File: src/rtl/vad_decision_smoother.sv
// Post-processor for DNN_0 results: float32 -> raw speech bit, sliding-window
// majority vote, then on/off hysteresis with a hangover counter.
module vad_decision_smoother #(
  parameter int          WIN         = 8,
  parameter int          VOTE_ON     = 5,
  parameter int          VOTE_OFF    = 2,
  parameter int          HANG        = 4,
  parameter int          MODE        = 0,
  parameter logic [31:0] SPEECH_CODE = 32'h3F800000,
  parameter logic [31:0] THRESH      = 32'h3F000000
) (
  input  logic                         g_fast_clk,
  input  logic                         rst_n,
  input  logic                         dnn_done,
  input  logic [31:0]                  dnn_return,
  input  logic                         clear,
  output logic                         raw_valid,
  output logic                         raw_decision,
  output logic                         vad_valid,
  output logic                         vad_speech,
  output logic [$clog2(WIN+1)-1:0]     vote_count,
  output logic                         hang_active
);

  localparam int CW = $clog2(WIN + 1);
  localparam logic [CW-1:0] WIN_C  = CW'(WIN);
  localparam logic [CW-1:0] VON_C  = CW'(VOTE_ON);
  localparam logic [CW-1:0] VOFF_C = CW'(VOTE_OFF);
  localparam logic [7:0]    HANG_C = 8'(HANG);

  generate
    if (WIN < 1 || WIN > 32 || VOTE_OFF >= VOTE_ON || VOTE_ON > WIN ||
        HANG < 0 || HANG > 255 || VOTE_OFF < 0) begin : g_bad_params
      $error("vad_decision_smoother: illegal parameter set");
    end
  endgenerate

  typedef enum logic [1:0] {SILENCE, SPEECH, HANGOVER} state_t;

  logic [1:0]     rst_sync;
  logic           rst_int_n;
  logic [WIN-1:0] history;
  logic [CW-1:0]  fill;
  logic           eval_pending;
  logic           raw_bit;
  logic           is_code;
  logic           above_thresh;
  logic           oldest;
  state_t         state;
  logic [7:0]     hang_cnt;

  // Assert asynchronously, release only after two clean edges.
  always_ff @(posedge g_fast_clk or negedge rst_n) begin
    if (!rst_n) rst_sync <= 2'b00;
    else        rst_sync <= {rst_sync[0], 1'b1};
  end
  assign rst_int_n = rst_sync[1];

  // Sign bit must be clear, so -0.0 never qualifies as speech.
  assign is_code      = (dnn_return == SPEECH_CODE);
  assign above_thresh = !dnn_return[31] && (dnn_return[30:0] >= THRESH[30:0]);
  assign raw_bit      = (MODE == 1) ? above_thresh : is_code;
  assign oldest       = (fill == WIN_C) && history[WIN-1];

  always_ff @(posedge g_fast_clk or negedge rst_int_n) begin
    if (!rst_int_n) begin
      raw_valid    <= 1'b0;
      raw_decision <= 1'b0;
      history      <= '0;
      fill         <= '0;
      vote_count   <= '0;
      eval_pending <= 1'b0;
    end else if (clear) begin
      raw_valid    <= 1'b0;
      history      <= '0;
      fill         <= '0;
      vote_count   <= '0;
      eval_pending <= 1'b0;
    end else begin
      raw_valid    <= dnn_done;
      eval_pending <= dnn_done;
      if (dnn_done) begin
        raw_decision <= raw_bit;
        history      <= WIN'({history, raw_bit});
        vote_count   <= vote_count + CW'(raw_bit) - CW'(oldest);
        if (fill != WIN_C) fill <= fill + CW'(1);
      end
    end
  end

  // Evaluates the vote produced by the previous edge; silent until the window is full.
  always_ff @(posedge g_fast_clk or negedge rst_int_n) begin
    if (!rst_int_n) begin
      state       <= SILENCE;
      hang_cnt    <= '0;
      vad_valid   <= 1'b0;
      vad_speech  <= 1'b0;
      hang_active <= 1'b0;
    end else if (clear) begin
      state       <= SILENCE;
      hang_cnt    <= '0;
      vad_valid   <= 1'b0;
      vad_speech  <= 1'b0;
      hang_active <= 1'b0;
    end else begin
      vad_valid <= 1'b0;
      if (eval_pending && fill == WIN_C) begin
        vad_valid <= 1'b1;
        case (state)
          SILENCE: begin
            if (vote_count >= VON_C) begin
              state      <= SPEECH;
              vad_speech <= 1'b1;
            end
          end
          SPEECH: begin
            if (vote_count <= VOFF_C) begin
              if (HANG_C == 8'd0) begin
                state      <= SILENCE;
                vad_speech <= 1'b0;
              end else begin
                state       <= HANGOVER;
                hang_cnt    <= HANG_C;
                hang_active <= 1'b1;
              end
            end
          end
          HANGOVER: begin
            if (vote_count >= VON_C) begin
              state       <= SPEECH;
              hang_active <= 1'b0;
            end else if (hang_cnt == 8'd0) begin
              state       <= SILENCE;
              vad_speech  <= 1'b0;
              hang_active <= 1'b0;
            end else begin
              hang_cnt <= hang_cnt - 8'd1;
            end
          end
          default: begin
            state       <= SILENCE;
            vad_speech  <= 1'b0;
            hang_active <= 1'b0;
          end
        endcase
      end
    end
  end

endmodule

File: config.mk
export PLATFORM = sky130hd
export DESIGN_NAME = vad_decision_smoother
export DESIGN_NICKNAME = d
export VERILOG_FILES = /design/src/rtl/vad_decision_smoother.sv
export SDC_FILE = /design/constraint.sdc
export NUM_CORES = 1
export LEC_CHECK = 0
export CORE_MARGIN = 2
export CORE_UTILIZATION = 25
export CTS_BUF_LIST = sky130_fd_sc_hd__clkbuf_4
export DETAILED_ROUTE_END_ITERATION = 10
export PLACE_DENSITY_LB_ADDON = 0.3
export SYNTH_ARGS = -nofsm -noshare
export SYNTH_HDL_FRONTEND = slang
export SYNTH_SLANG_ARGS = --single-unit
File: constraint.sdc
create_clock -name g_fast_clk -period 1.6 [get_ports g_fast_clk]
set_input_delay 0.24 -clock g_fast_clk [delete_from_list [all_inputs] [get_ports g_fast_clk]]
set_output_delay 0.24 -clock g_fast_clk [all_outputs]
set_load 0.01 [all_outputs]
==> flow_summary_export.csv <==
group,metric,value,unit
outcome,outcome,"complete, but fails checks",
outcome,violations,"negative setup slack",
final_layout,syn2layout_area_growth,63.6,%
placed_design,place.gp.congestion,0.790,
synthesis,synth_most_common_cell,"dfrtp_1",
critical_path,crit_start,"fill[0]",
drt,dr.pass1.iters,4,
global_routing,grt_use_total,11.5,%
clock_tree,cts_max_path_buffers,2,
drt,drtIter0Drc,26,
drt,ant_nets,0,
drt,viasPerCell,4.50,
clock_tree,ctsRootBufferMaster,"clkbuf_4",
synthesis,yosysSeqAreaShare,44.2,%
synthesis,synth.avg_cell_area,10.4,um2
synthesis,synth.area.mux_share,7.64,%
timing,fin_crit,2.06,ns
power_and_ir_drop,leakage,1.48,nW
power_and_ir_drop,power_frac_clock,24.5,%
timing,fin_crit_sh,129,%
critical_path,cp-start-kind,"flip-flop",
timing,hold_ws,0.0699,ns
clock_tree,clkSlewWorstSetupHoldPaths,0.11,ns
synthesis,netlist_instances,180,
synthesis,synth_compound_area_share,12.1,%
critical_path,critPathCapture,"vote_count[1]",
synthesis,synthAdderAreaFrac,8.45,%
timing,skew,0.0200,ns
synthesis,synth_edf_count,0,
floorplanning,ios,45,
clock_tree,htreeDepth,2,
power_and_ir_drop,p_comb_share,29.6,%
critical_path,reg2reg_from,"fill[0]",
power_and_ir_drop,power.switching,0.574,mW
timing,fin_tns_setup,-4.22,ns
floorplanning,initial_core_util,25.7,%
floorplanning,die_y,90.4,um
drt,wl_per_cell,12.1,um
timing,setup_violations,16,
floorplanning,die_width,90.4,um
placed_design,port-buffer-count,44,
synthesis,synth_top_family_by_area,"simple AND/OR/NAND/NOR gates",
clock_tree,clkSinkCount,33,
power_and_ir_drop,pwr-share-seq,45.8,%
synthesis,synth_nets,228,
synthesis,synthArstFlopShare,100,%
critical_path,cp.required,1.84,ns
critical_path,worstSetupEndpointType,"flip-flop",
global_routing,grt_pass1_wl,7690,um
synthesis,synthXorXnorAreaFrac,2.35,%
timing,worst_slack,-0.457,ns
placed_design,hpwlAfterDp,3110,um
synthesis,synth_flop_cell,"dfrtp_1",
job,drv_cap,0,
critical_path,reg2reg_to,"vote_count[1]",
clock_tree,cts_buffers,5,
global_routing,antenna_found_initial,0,
floorplanning,fp-row-count,31,
clock_tree,cts_tree,"done",
clock_tree,worstSkewPairLatency,0.34,ns
floorplanning,die_area,0.00817,mm2
synthesis,synthesis.area,0.00187,mm2
final_layout,antenna-diode-count,0,
synthesis,synth_top_area_share,44.2,%
power_and_ir_drop,irDropWorstVdd,0.210,mV
drt,drc,0,
power_and_ir_drop,switching_share,29.3,%
timing,grt_setup_unrepaired,"true",
global_routing,grt_max_degree,32,
power_and_ir_drop,intPower,1.39,mW
synthesis,synth_cell_types,51,
power_and_ir_drop,power_density,642,mW/mm2
timing,slew_viol_final,0,
synthesis,synthTopCellsByArea,"dfrtp_1 44%, ha_1 7.4%, mux2i_1 6.4%",
drt,route.vias.total,1689,
placed_design,place_ws,-1.18,ns
drt,drt-total-wl,4550,um
floorplanning,coreArea,0.00725,mm2
synthesis,yosysWarnings,0,
critical_path,worst_r2r_path_depth,10,
power_and_ir_drop,total_power,1.96,mW
hold_path,hold_class,"input port to asynchronous set/reset pin",
timing,hold_viol_final,0,
critical_path,rrSetupSlack,-0.46,ns
synthesis,ys_ff_latch,33,
final_layout,drive_gt1_share,47.5,%
synthesis,ys_top_cells_by_count,"33 x dfrtp_1, 22 x nor2_1, 12 x mux2i_1, 11 x ha_1, 11 x inv_1",
timing,fmax,486,MHz
critical_path,critical_path.max_fanout,2,
global_routing,grt_pass1_vias,1731,
critical_path,crit_arrival,2.29,ns
critical_path,critPathKind,"flip-flop to flip-flop",
synthesis,synthSimpleGateAreaFrac,20.0,%
final_layout,layout.nets,323,
synthesis,yosys.area.top_type,"dfrtp_1",
global_routing,grt_overflow_total,0,
clock_tree,cts_hold_buf,0,
[worst min path at each step]
stage           startpoint     endpoint  cells after the start
2_1_floorplan        rst_n  rst_sync[0]                      0
3_3_place_gp   rst_sync[1]  hang_cnt[5]                      1
3_5_place_dp   rst_sync[1]  hang_cnt[5]                      1
4_1_cts              rst_n  rst_sync[0]                      1
5_1_grt              rst_n  rst_sync[1]                      1
6_report             rst_n  rst_sync[1]                      1
[power groups by stage]
stage / clock (mW) / combinational (mW) / sequential, mW
3_3_place_gp: 0 / 0.486 / 0.914
2_1_floorplan: 0 / 0.223 / 0.937
4_1_cts: 0.502 / 0.548 / 0.899
3_5_place_dp: 0 / 0.490 / 0.914
6_report: 0.481 / 0.581 / 0.898
5_1_grt: 0.546 / 0.638 / 0.904
[layout make-up]
type	count	area (um2)
clock buffer	7	52.6
clock inverter	1	3.75
fill	721	4200
inverter	12	45.0
multi-input combinational	129	1220
sequential	33	827
tap	99	124
timing repair buffer	94	783
[placed cells by master, fill, tap and decap left out, types with 2 or more instances in the layout]
master           instances
a21o_1                   2
o21a_1                   2
dfrtp_1                 32
nand4_1                  3
inv_2                    8
nand2_1                  6
a21oi_1                  4
nor3_2                   6
nand3_2                  2
nor4_2                   3
buf_6                   18
mux2i_1                 12
o21ai_0                  3
nand2b_1                 2
inv_1                    4
nor2b_1                  2
xnor2_1                  4
clkbuf_4                 7
ha_1                     5
a211oi_1                 2
buf_4                   38
nor2_4                   3
clkdlybuf4s50_1          8
nand2_4                  2
a211o_1                  2
nor4_4                   4
clkbuf_2                 4
ha_4                     5
dlygate4sd2_1           12
clkdlybuf4s15_1          4
buf_2                   10
o22a_1                   3
nor2_1                  19
a21oi_2                  3
[state kept, by name (all words and copies together), names as in the netlist]
name	cells
vad_valid	1
vote_count	4
history	8
eval_pending	1
fill	4
state	2
rst_sync	2
raw_decision	1
vad_speech	1
hang_cnt	8
hang_active	1
[kinds of logic after synthesis]
group / after synthesis
simple gates: 66
fa+ha+maj: 12
compound gates: 31
mux: 14
xor+xnor: 5
buf+inv: 18
other cells: 1
flops: 33
[metal layers]
| layer | share of wire (%) | GRT usage [%] | vias up |
|---|---|---|---|
| li1 | - | - | 831 |
| met1 | 43 | 13.8 | 803 |
| met2 | 51 | 19.7 | 48 |
| met3 | 4.9 | 2.25 | 7 |
| met4 | 1.8 | 5.77 | 0 |
| met5 | 0 | 0 | - |
[per-stage QoR]
stage          utilization [%]  area, um2  cells
5_1_grt                   42.1       3050    375
2_1_floorplan                -       1950    180
4_1_cts                   40.0       2900    369
3_5_place_dp              37.7       2730    353
6_report                  42.1       3050    375
3_3_place_gp              37.7       2730    353
[timing repair]
action / 4_1_cts / 5_1_grt
pin swaps: 33 / 30
resized for setup: 109 / 39
buffers inserted: 8 / 7
endpoints found under the setup margin: 19 / 16
[critical path, cell delays in order, from the launching register on]
cell and delay (ns):
dfrtp_1 0.40, inv_2 0.08, ha_4 0.15, nand2_4 0.05
nor3b_4 0.23, ha_4 0.24, inv_2 0.06, ha_4 0.12
fa_2 0.42, mux2i_1 0.15, nor2_1 0.05
(Power assumes the default switching activity.)
